File: src/rtl/iterative_shift_rotate.sv
// ---------------------------------------------------------------------------
// iterative_shift_rotate
//
// Multi-cycle shift/rotate unit. It performs one single-bit step per clock on
// an internal accumulator and uses a start/done handshake with the control
// unit. Rotates and shifts share this one sequential resource.
//
// Ports:
//   clk        system clock, rising edge
//   clr        asynchronous active-high reset; aborts any operation in flight
//   start      request, sampled only while idle
//   mode       000 ROR, 001 ROL, 010 SHR, 011 SHL, 100 SHRA, 101-111 pass
//   data_in    operand, captured on the accepting edge
//   amount     bit count (0..WIDTH-1), captured on the accepting edge
//   result     last completed result, registered
//   carry_out  last bit shifted/rotated out, registered
//   busy       high in every state except idle
//   done       one-cycle completion pulse
// ---------------------------------------------------------------------------
module iterative_shift_rotate #(
  parameter int WIDTH = 32,
  parameter int AMT_W = $clog2(WIDTH)
) (
  input  logic             clk,
  input  logic             clr,
  input  logic             start,
  input  logic [2:0]       mode,
  input  logic [WIDTH-1:0] data_in,
  input  logic [AMT_W-1:0] amount,
  output logic [WIDTH-1:0] result,
  output logic             carry_out,
  output logic             busy,
  output logic             done
);

  typedef enum logic [1:0] {
    S_IDLE  = 2'd0,
    S_SHIFT = 2'd1,
    S_DONE  = 2'd2
  } state_t;

  localparam logic [2:0] M_ROR  = 3'b000;
  localparam logic [2:0] M_ROL  = 3'b001;
  localparam logic [2:0] M_SHR  = 3'b010;
  localparam logic [2:0] M_SHL  = 3'b011;
  localparam logic [2:0] M_SHRA = 3'b100;

  state_t           state;
  logic [WIDTH-1:0] acc;
  logic [AMT_W-1:0] cnt;
  logic [2:0]       op;
  logic [WIDTH:0]   stepped;   // {carry, next accumulator}

  // One single-bit step; the MSB of the return value is the bit moved out.
  function automatic logic [WIDTH:0] step_fn(input logic [2:0] m,
                                             input logic [WIDTH-1:0] a);
    logic [WIDTH:0] r;
    case (m)
      M_ROR:   r = {a[0],       a[0],       a[WIDTH-1:1]};
      M_ROL:   r = {a[WIDTH-1], a[WIDTH-2:0], a[WIDTH-1]};
      M_SHR:   r = {a[0],       1'b0,       a[WIDTH-1:1]};
      M_SHL:   r = {a[WIDTH-1], a[WIDTH-2:0], 1'b0};
      M_SHRA:  r = {a[0],       a[WIDTH-1], a[WIDTH-1:1]};
      default: r = {1'b0, a};
    endcase
    return r;
  endfunction

  // Pass-through codes never enter the shift loop.
  function automatic logic is_pass(input logic [2:0] m);
    return m[2] && (m[1:0] != 2'b00);
  endfunction

  assign stepped = step_fn(op, acc);

  always_ff @(posedge clk or posedge clr) begin
    if (clr) begin
      state     <= S_IDLE;
      acc       <= '0;
      cnt       <= '0;
      op        <= '0;
      result    <= '0;
      carry_out <= 1'b0;
      busy      <= 1'b0;
      done      <= 1'b0;
    end else begin
      case (state)
        S_IDLE: begin
          done <= 1'b0;
          if (start) begin
            acc  <= data_in;
            cnt  <= amount;
            op   <= mode;
            busy <= 1'b1;
            if ((amount == '0) || is_pass(mode)) begin
              // Nothing to shift: complete straight away with the operand.
              state     <= S_DONE;
              result    <= data_in;
              carry_out <= 1'b0;
              done      <= 1'b1;
            end else begin
              state <= S_SHIFT;
            end
          end
        end
        S_SHIFT: begin
          acc <= stepped[WIDTH-1:0];
          cnt <= cnt - AMT_W'(1);
          if (cnt == AMT_W'(1)) begin
            state     <= S_DONE;
            result    <= stepped[WIDTH-1:0];
            carry_out <= stepped[WIDTH];
            done      <= 1'b1;
          end
        end
        S_DONE: begin
          // Any start seen here is dropped, not queued.
          state <= S_IDLE;
          busy  <= 1'b0;
          done  <= 1'b0;
        end
        default: begin
          state <= S_IDLE;
          busy  <= 1'b0;
          done  <= 1'b0;
        end
      endcase
    end
  end

endmodule

File: config.mk
export PLATFORM = sky130hd
export DESIGN_NAME = iterative_shift_rotate
export DESIGN_NICKNAME = d
export VERILOG_FILES = /design/src/rtl/iterative_shift_rotate.sv
export SDC_FILE = /design/constraint.sdc
export NUM_CORES = 1
export LEC_CHECK = 0
export CAP_MARGIN = 20
export CORE_ASPECT_RATIO = 1.1
export CORE_UTILIZATION = 50
export CTS_CLUSTER_SIZE = 8
export DETAILED_ROUTE_END_ITERATION = 10
export PLACE_DENSITY_LB_ADDON = 0.05
export SYNTH_ARGS = -nofsm -noshare
export SYNTH_HDL_FRONTEND = slang
export SYNTH_SLANG_ARGS = --single-unit
export TNS_END_PERCENT = 5
File: constraint.sdc
create_clock -name clk -period 6.15 [get_ports clk]
set_input_delay 1.23 -clock clk [delete_from_list [all_inputs] [get_ports clk]]
set_output_delay 1.23 -clock clk [all_outputs]
set_load 0.01 [all_outputs]
After elaboration in Yosys (flattened, before gate mapping)
Cells that the tools add are included.
Operators by class
  $add $sub $neg: 1
  multipliers: 0
  div/mod/pow operators: 0
  $lt $le $gt $ge: 0
  equal/unequal tests: 9
  shift operators: 0
  muxes and demuxes: 23
  bitwise logic cells: 1
  reduce and logical (&&, ||, !) cells: 12
Operators with widths (number)
  case mux 33 bit (5 select lines): 1
  2-to-1 mux 32 bit: 4
  case mux 32 bit (2 select lines): 2
  case mux 5 bit (2 select lines): 1
  AND reduction 2 bit: 4
  2-to-1 mux 1 bit: 7
  equality test 3 x 2 -> 1 bit (second input constant): 2
  2-to-1 mux 2 bit: 3
  != test 2 bit (second input constant): 3
  case mux 1 bit (2 select lines): 3
  equality test 5 x 1 -> 1 bit (second input constant): 1
  logical NOT 5 bit: 1
  2-to-1 mux 5 bit: 1
  subtractor 5 x 1 -> 5 bit (second input constant): 1
  case mux 2 bit (2 select lines): 1
  AND reduction 4 bit: 1
  nonzero test 2 bit: 2
  equality test 3 x 1 -> 1 bit (second input constant): 1
  equality test 3 bit (second input constant): 1
  logical NOT 3 bit: 1
  equality test 2 x 1 -> 1 bit (second input constant): 1
  logical NOT 2 bit: 1
  logical AND 1 bit: 1
  logical OR 1 bit: 1
  NOT 1 bit: 1
Word-level totals
  register bits after elaboration: 77
  bits in latches: 0
  memory bits (writable): 0
  memory bits (read-only): 0
  output and inout port bits: 35
  logic and storage cells: 54
  memories kept: 0

Logic depth before layout (Yosys ltp)
Gate-level depths: netlist of run 1.
  word-level depth: 6
  mapped depth: 7

Worst setup path before layout of run 1
OpenSTA, ideal clock, no wires.
  path kind: input -> register
  start: input port amount[3]
  end: register carry_out
  arrival: 2576 ps
  required time: 6025 ps
  slack: 3448 ps
  stages on the path: 6
  buffers on the path: 1
  cells stage by stage: or4_4 o21ai_4 a22oi_4 clkinv_8 buf_12 mux2_4
On the way
  cells in the longest elaborated chain, start to end: 4
Ends and longest elaborated chain
  from (decl): line 29  | input logic [AMT_W-1:0] amount,
  logical NOT 5 bit: line 95  | if ((amount == '0) || is_pass(mode)) begin
  logical OR 1 bit: line 95
  != test 2 bit (no source line)
  AND reduction 4 bit (no source line)
  to (signal assigned): line 112  | carry_out <= stepped[WIDTH];
  to (decl): line 31  | output logic carry_out,
No other way between the ends.
A chain may end at the register's enable or synchronous reset.

Final worst setup path of run 1
  start: input port start
  end: register cnt[2]
On the way
  cells in the longest elaborated chain, start to end: 2
Ends and longest elaborated chain
  from (decl): line 26  | input logic start,
  != test 2 bit (no source line)
  AND reduction 2 bit (no source line)
  to (signal assigned): line 92  | cnt <= amount;
  to (signal assigned): line 108  | cnt <= cnt - AMT_W'(1);
  to (decl): line 50  | logic [AMT_W-1:0] cnt;
No other way between the ends.

==> impl_metrics.ini, run 1 <==
[grt]
pin_count_of_the_biggest_net_entering_global_routing = 63
groute.usage.overall = 0.219
antenna_violations_before_repair = 0
globalRoute.totalOverflow = 0
first_global_vias = 3170
grt_first_pass_wirelength_um = 15600

[setup_path]
crit_path_cell_trace = clkdlybuf4s50_1 -> or3b_1 -> nand2_2 -> o21ai_1 -> a221o_1
start_kind = input pin
worstPathBufferInverterCount = 1
worst_r2r_startpoint = op[2]$_DFFE_PP0P_
worst_path_max_delay_cell = nand2_2
cp-end-kind = flip-flop
slowest_stage_delay_cp_ns = 0.69
timing.critical_path.from = start
timing.reg2reg.worst_path_depth = 4
criticalPathCategory = in -> reg
crit_path_max_fanout = 34
critPathArrivalTime_ns = 3.36
worst-endpoint-required_ns = 6.39
critical_path.reg2reg.endpoint = acc[11]$_DFFE_PP0P_
crit_family = simple AND/OR/NAND/NOR gates
critical_path_depth = 5
timing.reg2reg.setup_slack_ns = 3.37

[yosys]
yosys_warnings = 0
synthesized_area_um2 = 4290
syn_inst = 391
synth.avg_cell_area_um2 = 11.0
mappedNetlistNets = 436
synthesized_flop_and_latch_total = 77
synthDominantAreaCellType = dfrtp_1
synth_sequential_area_ratio = 0.449
yosysUniqueCellTypes = 45
netlist_top_cells_area = dfrtp_1, mux2_4, mux2_2
yosysTopAreaCellShare = 0.449
share_of_flip_flops_with_an_asynchronous_set_or_reset = 1.00
synth_edf_count = 0
synth_ff_type = dfrtp_1

[floorplanning]
fp.dieW_um = 90.4
std_cell_rows = 35
die_h_um = 99.2
fp.coreArea_um2 = 8360
floorplan_die_area_um2 = 8960
pin_count = 78
initial_utilization = 0.513

[detailed_routing]
detailedRoute.firstIterationViolations = 116
routed-via-count = 3219
detailedRoute.firstPassIterationCount = 4
detail_route.drc_violations = 0
routed_wl_um = 9270
post_drt_wl_per_cell_um = 16.4
avgViaCountPerCell = 5.71
route.antenna.remaining_nets = 0

[place]
finalWeightedCongestion = 0.831
place_hpwl_um = 5730
place_inst = 546
port-buffer-count = 77

[clock_network]
cts_max_path_buffers = 2
cts_repair_resize_count = 0
clock-root-buffer = clkbuf_8
tritoncts = done
cts.repair_timing.setup_buffer_count = 0
clk_pin_slew_worst_paths_ns = 0.08
clkLatencyLatePin_ns = 0.35
numCtsBuffers = 9
htreeDepth = 3
cts_hold_buffers = 0
cts.sink_count = 77

[timing]
max_freq_mhz = 321
setup-violations-final = 0
finalHoldViolCount = 0
max-slew-margin-rel = 0.347
whs_ns = 0.511
skew_ns = 0.0103
slew_violations = 0
final_period_util = 0.507
unrepaired_setup_endpoints_after_global_routing = no
period_minus_slack_ns = 3.12
tns_ns = 0
slew_at_the_pin_closest_to_its_max_slew_limit_ns = 0.980

[worst_hold_path]
hold_path_depth = 1
min_path_type = reg -> reg
worstHoldStart = result[11]$_DFFE_PP0P_
hold_end = result[11]$_DFFE_PP0P_

[layout]
final_core_utilization = 0.634
final_nets = 493
drive_above_1_share = 0.203
final_cell_count_no_fill = 564
diodes = 0
syn2layout_area_growth_pct = 23.5

[power]
report.power.total_w = 0.00317
pwr_density_cell_nw_per_um2 = 598
total_leakage_power_nw = 2.23
vdd_drop_max_v = 0.000316

[flow_run]
cap_violations = 0

[status]
status = finished, final reports clean
[cells by family (layout without fill, tap and decap cells)]
family	count (synthesis)	count (layout)	synth area share
and+or+nand+nor	119	119	0.126
AOI/OAI and AO/OA	87	87	0.173
DFF	77	77	0.449
muxes	63	63	0.189
buffers and inverters	43	105	0.0577
adders and majority gates	2	2	0.00583
[synth_stat cells, types with 2 or more instances]
| cell type | instances |
|---|---|
| ha_1 | 2 |
| buf_4 | 2 |
| inv_1 | 7 |
| buf_2 | 14 |
| nor2b_1 | 2 |
| a221o_1 | 23 |
| nor2_1 | 56 |
| nand2_1 | 35 |
| a21oi_1 | 5 |
| buf_1 | 2 |
| buf_12 | 3 |
| a211oi_1 | 11 |
| clkbuf_1 | 14 |
| nor3_1 | 10 |
| o32ai_1 | 9 |
| o21ai_1 | 4 |
| nand3b_1 | 2 |
| nand2b_1 | 2 |
| mux2_2 | 33 |
| mux2i_1 | 2 |
| nand3_1 | 3 |
| dfrtp_1 | 77 |
| mux2_4 | 28 |
| a2bb2oi_1 | 21 |
| o22ai_1 | 2 |
| o21ai_0 | 3 |
[final cells by class]
| type | count | area [µm²] |
|---|---|---|
| Inverter | 8 | 42.5 |
| Sequential cell | 77 | 1930 |
| Fill cell | 703 | 3060 |
| Multi-Input combinational cell | 271 | 2120 |
| Timing Repair Buffer | 81 | 828 |
| Tap cell | 111 | 139 |
| Clock inverter | 4 | 95.1 |
| Clock buffer | 12 | 145 |
[where the power goes]
group          total (W)  internal (W)  leakage (nW)  switching, W
clock network   0.000465      0.000281         0.121      0.000184
logic            0.00165      0.000938          1.20      0.000712
registers        0.00106      0.000771         0.910      0.000287
[layer usage]
layer / vias up / GRT usage / share of wire
li1: 1557 / - / -
met1: 1567 / 0.305 / 0.47
met2: 85 / 0.346 / 0.48
met3: 10 / 0.0268 / 0.041
met4: 0 / 0.0968 / 0.018
met5: - / 0 / 0
[cell usage in the layout, fill, tap and decap left out, types with 2 or more instances in the layout]
cell type / count
a211oi_1: 11
a21oi_1: 5
a221o_1: 23
a2bb2oi_1: 21
buf_4: 2
bufinv_16: 3
clkbuf_1: 2
clkbuf_8: 10
clkdlybuf4s50_1: 77
dfrtp_1: 76
ha_1: 2
inv_1: 6
mux2_2: 33
mux2_4: 28
mux2i_1: 2
nand2_1: 35
nand3_1: 3
nand3b_1: 2
nor2_1: 56
nor3_1: 10
o21ai_0: 3
o21ai_1: 4
o22ai_1: 2
o32ai_1: 9
[stage by stage]
stage / cell area [µm²] / worst slack, ns
detailed placement: 5020 / 2.66
global placement: 5020 / 2.71
global route: 5300 / 2.93
CTS: 5260 / 3.04
floorplan: 4290 / 2.95
finish: 5300 / 3.03
[how the worst max path moves through the flow]
stage	endpoint	slack, ns
final	cnt[2]$_DFFE_PP0P_	3.03
after global routing	cnt[2]$_DFFE_PP0P_	2.93
after CTS	cnt[2]$_DFFE_PP0P_	3.04
after detailed placement	cnt[2]$_DFFE_PP0P_	2.66
after global placement	cnt[2]$_DFFE_PP0P_	2.71
after floorplan	acc[0]$_DFFE_PP0P_	2.95
[state kept, by name, indices dropped and copies added, names as in the netlist]
name / flops
cnt: 5
state: 2
busy: 1
result: 32
op: 3
done: 1
acc: 32
carry_out: 1
(Power assumes the default switching activity.)
==> run 2: changes to the inputs <==
Settings changed: CORE_UTILIZATION 50 to 48.
Clock period 6.15 ns to 2.6 ns, I/O delays scaled along.
==> run 2 against run 1 <==
Setup slack lost 2.7 ns. Final area is 0.45% higher. Cell count rose by 1.4%. Clock skew rose by 0.0017 ns. Sequential power rose by 120%. Wire length up 3.7%. Critical path depth shrank 1. Hold slack got worse by 0.038 ns. Register-to-register slack worse by 3.0 ns. Sequential share of layout area decreased by 0.16 points. Global-route usage up 0.21 points.
==> impl_metrics.ini, run 2 (synthesis gave the netlist of run 1 again) <==
[place]
place_hpwl_um = 6280
post_dp_area_um2 = 5130
pre_cts_ws_ns = 0.0781
port-buffer-count = 77
finalWeightedCongestion = 0.783

[timing]
tns_ns = 0
unrepaired_setup_endpoints_after_global_routing = no
finalHoldViolCount = 0
setup_slack_of_the_critical_path_after_layout_ns = 0.366
period_minus_slack_ns = 2.23
setup-violations-final = 0
max-slew-margin-rel = 0.354
slew_at_the_pin_closest_to_its_max_slew_limit_ns = 0.969
skew_ns = 0.0120
max_freq_mhz = 448
final_period_util = 0.859
slew_violations = 0

[status]
status = finished, final reports clean

[setup_path]
timing.reg2reg.setup_slack_ns = 0.37
start_kind = flip-flop
crit_path_cell_trace = nand2_1 -> a221o_1 -> a2bb2oi_1 -> mux2_2
slowest_stage_delay_cp_ns = 0.63
worst_r2r_startpoint = op[2]$_DFFE_PP0P_
crit_path_max_fanout = 23
timing.reg2reg.worst_path_depth = 4
criticalPathCategory = reg -> reg
critical_path.reg2reg.endpoint = acc[12]$_DFFE_PP0P_
worst-endpoint-required_ns = 2.89
worstPathBufferInverterCount = 0
crit_family = compound AO/OA/AOI/OAI gates
worst_path_max_delay_cell = dfrtp_1
critPathArrivalTime_ns = 2.52
cp-end-kind = flip-flop

[floorplanning]
pin_count = 78
floorplan_die_area_um2 = 9330
std_cell_rows = 35
fp.coreArea_um2 = 8540
initial_utilization = 0.503
fp.dieW_um = 92.2
die_h_um = 101

[layout]
final_cell_mix = clkdlybuf4s50_1, dfrtp_1, nor2_1
reg_top3 = acc: 32 flops, result: 32 flops, cnt: 5 flops
syn2layout_area_growth_pct = 24.0
final_nets = 502
diodes = 0
postLayoutCellArea_um2 = 5330
drive_above_1_share = 0.221
layout_commonest_cell = clkdlybuf4s50_1

[power]
vdd_drop_max_v = 0.000647
total_leakage_power_nw = 2.26
report.power.total_w = 0.00743
pwr_density_cell_nw_per_um2 = 1390

[detailed_routing]
avgViaCountPerCell = 5.77
detailedRoute.firstPassIterationCount = 4
detail_route.drc_violations = 0
routed_wl_um = 9620
post_drt_wl_per_cell_um = 16.8
routed-via-count = 3301
detailedRoute.firstIterationViolations = 139
route.antenna.remaining_nets = 0

[clock_network]
cts.sink_count = 77
cts_repair_resize_count = 0
cts_max_path_buffers = 2
cts.repair_timing.setup_buffer_count = 0
tritoncts = done
clk_pin_slew_worst_paths_ns = 0.08
clkLatencyLatePin_ns = 0.35
numCtsBuffers = 9
clock-root-buffer = clkbuf_8
htreeDepth = 3
cts_hold_buffers = 0

[grt]
grt_first_pass_wirelength_um = 16100
globalRoute.totalOverflow = 0
antenna_violations_before_repair = 0
first_global_vias = 3289
pin_count_of_the_biggest_net_entering_global_routing = 53
groute.usage.overall = 0.221

[flow_run]
cap_violations = 0

[worst_hold_path]
min_path_type = in -> async
[run 2: changes by cell type in the layout (fill, tap and decap cells not counted), sizes merged]
cell	before	now
clkinvlp	0	1
bufinv	3	1
clkinv	2	3
clkbuf	12	11
buf	4	13
[run 2: worst max-delay path by stage]
stage                      start                endpoint  slack, ns  cells after the start
2_1_floorplan                clr      acc[0]$_DFFE_PP0P_       0.11                      1
3_5_place_dp           amount[3]  result[11]$_DFFE_PP0P_       0.08                      6
3_3_place_gp           amount[3]  result[12]$_DFFE_PP0P_       0.11                      6
4_1_cts        op[2]$_DFFE_PP0P_     acc[12]$_DFFE_PP0P_       0.39                      4
6_report       op[2]$_DFFE_PP0P_     acc[12]$_DFFE_PP0P_       0.37                      4
5_1_grt        op[2]$_DFFE_PP0P_     acc[20]$_DFFE_PP0P_       0.21                      4
[run 2: final cells by class]
| type | instances | area [µm²] |
|---|---|---|
| clock buffer | 11 | 151 |
| clock inverter | 4 | 47.5 |
| fill | 743 | 3210 |
| inverter | 8 | 42.5 |
| multi-input combinational | 271 | 2120 |
| sequential | 77 | 1930 |
| tap | 111 | 139 |
| timing repair buffer | 90 | 893 |
[run 2: per-layer routing]
metal / track usage / part of all wire
met1: 0.306 / 0.48
met2: 0.350 / 0.46
met3: 0.0323 / 0.040
met4: 0.0938 / 0.017
met5: 0 / 0
[run 2: report_power, final]
part | leakage [nW] | switching [W] | internal (W)
Sequential | 0.910 | 0.000555 | 0.00183
Combinational | 1.25 | 0.00184 | 0.00228
Clock | 0.101 | 0.000441 | 0.000488
[run 2: through the flow]
step | cells | hold WS [ns] | utilization
floorplan | 391 | 0.504 | -
global placement | 557 | 0.496 | 0.600
detailed placement | 557 | 0.495 | 0.600
CTS | 572 | 0.479 | 0.624
global route | 572 | 0.496 | 0.624
finish | 572 | 0.473 | 0.624
==> run 3: changes to the inputs <==
Settings changed: CORE_UTILIZATION 48 to 41.
==> run 3 against run 2 <==
Clock power grew 12%. Global-route usage shrank 2.7 points. Sequential power is essentially flat. Setup slack gained 0.013 ns. Sequential share of layout area shrank 0.46 points. Clock-buffer cell count grew 1. Utilization shrank 8.6 points. Cell count grew 5.1%. Combinational power is essentially flat. Critical path type is now in -> reg.
==> impl_metrics.ini, run 3 (synthesis gave the netlist of run 1 again) <==
[status]
status = finished, final reports clean

[setup_path]
crit_family = buffers and inverters
worst-endpoint-required_ns = 2.84
worst_path_max_delay_cell = or4_4
criticalPathCategory = in -> reg
critPathArrivalTime_ns = 2.46
start_kind = input pin
crit_path_max_fanout = 33
cp-end-kind = flip-flop
crit_path_cell_trace = clkdlybuf4s50_1 -> or4_4 -> o21ai_4 -> a22oi_4 -> clkinv_8 -> mux2_2
worstPathBufferInverterCount = 2
slowest_stage_delay_cp_ns = 0.54

[timing]
period_minus_slack_ns = 2.22
max_freq_mhz = 450
skew_ns = 0.00815
finalHoldViolCount = 0
tns_ns = 0
slew_violations = 0
whs_ns = 0.512
max-slew-margin-rel = 0.361
slew_at_the_pin_closest_to_its_max_slew_limit_ns = 0.959
unrepaired_setup_endpoints_after_global_routing = no
setup-violations-final = 0
final_period_util = 0.854
setup_slack_of_the_critical_path_after_layout_ns = 0.380

[clock_network]
cts_max_path_buffers = 2
clk_pin_slew_worst_paths_ns = 0.08
numCtsBuffers = 9
cts_repair_resize_count = 0
htreeDepth = 3
cts.repair_timing.setup_buffer_count = 0
clock-root-buffer = clkbuf_8
tritoncts = done
cts.sink_count = 77
clkLatencyLatePin_ns = 0.35
cts_hold_buffers = 0

[worst_hold_path]
min_path_type = reg -> reg

[floorplanning]
pin_count = 78
fp.coreArea_um2 = 10000
fp.dieW_um = 99.6
std_cell_rows = 38
floorplan_die_area_um2 = 10900
die_h_um = 109
initial_utilization = 0.428

[layout]
layout_commonest_cell = clkdlybuf4s50_1
reg_top3 = acc: 32 flops, result: 32 flops, cnt: 5 flops
drive_above_1_share = 0.219
multi_input_area_um2 = 2120
fillers = 904
layout.area.seq_um2 = 1930
final_core_utilization = 0.538
final_cell_mix = clkdlybuf4s50_1, dfrtp_1, nor2_1
syn2layout_area_growth_pct = 25.6
diodes = 0
final_nets = 501

[grt]
grt_first_pass_wirelength_um = 16400
pin_count_of_the_biggest_net_entering_global_routing = 47
antenna_violations_before_repair = 0
first_global_vias = 3248
globalRoute.totalOverflow = 0
groute.usage.overall = 0.194

[place]
finalWeightedCongestion = 0.776
pre_cts_ws_ns = 0.0314
place_hpwl_um = 6440
port-buffer-count = 77

[power]
pwr_density_cell_nw_per_um2 = 1400
net-switching-power_w = 0.00285
vdd_drop_max_v = 0.000530
netSwitchingFraction = 0.378
p_clk_frac = 0.137
sequential_share_of_power = 0.318
p_int_w = 0.00470
total_leakage_power_nw = 2.27
power.share.combinational = 0.545

[detailed_routing]
post_drt_wl_per_cell_um = 16.6
avgViaCountPerCell = 5.46
route.antenna.remaining_nets = 0
detailedRoute.firstIterationViolations = 122
detailedRoute.firstPassIterationCount = 4
routed-via-count = 3283
routed_wl_um = 9980
detail_route.drc_violations = 0

[flow_run]
cap_violations = 0
run 3: power by group through the flow:
stage                     combinational (W)  sequential (W)  clock [W]
final                               0.00412         0.00240    0.00104
after global routing                0.00450         0.00249    0.00110
after CTS                           0.00416         0.00240    0.00106
after detailed placement            0.00414         0.00242          0
after global placement              0.00409         0.00241          0
after floorplan                     0.00294         0.00237          0
run 3: path summary, 6_finish.rpt:
check / end / slack (ns) / from / cells past startpoint
min in group asynchronous: cnt[2]$_DFFE_PP0P_ / 0.58 / clr / 2
worst max register to register: acc[1]$_DFFE_PP0P_ / 0.44 / op[2]$_DFFE_PP0P_ / 4
worst max-delay path: result[11]$_DFFE_PP0P_ / 0.38 / amount[4] / 6
max in group asynchronous: result[19]$_DFFE_PP0P_ / 1.46 / clr / 3
worst min register to register: result[6]$_DFFE_PP0P_ / 0.51 / result[6]$_DFFE_PP0P_ / 1
worst min-delay path: result[6]$_DFFE_PP0P_ / 0.51 / result[6]$_DFFE_PP0P_ / 1
run 3: final cells by class:
| type | count | area share |
|---|---|---|
| Clock buffer | 12 | 0.0288 |
| Clock inverter | 4 | 0.0130 |
| Inverter | 8 | 0.00812 |
| Multi-Input combinational cell | 271 | 0.394 |
| Sequential cell | 77 | 0.357 |
| Tap cell | 140 | 0.0325 |
| Timing Repair Buffer | 89 | 0.167 |
run 3: worst register-to-register path: stages (launching register included):
cell	delay [ns]
dfrtp_1	0.58
nand2_1	0.60
a221o_1	0.53
a2bb2oi_1	0.20
mux2_2	0.19
run 3: stage by stage:
| stage | power [W] | instance area, µm² | cells |
|---|---|---|---|
| finish | 0.00755 | 5400 | 601 |
| global route | 0.00809 | 5400 | 601 |
| CTS | 0.00762 | 5400 | 601 |
| detailed placement | 0.00656 | 5170 | 585 |
| global placement | 0.00651 | 5170 | 585 |
| floorplan | 0.00531 | 4290 | 391 |
run 3: routing by layer:
layer	vias up	part of all wire	GRT usage
met1	1631	0.49	0.268
met3	10	0.040	0.0223
met5	-	0	0
li1	1561	-	-
met2	81	0.46	0.310
met4	0	0.016	0.0861
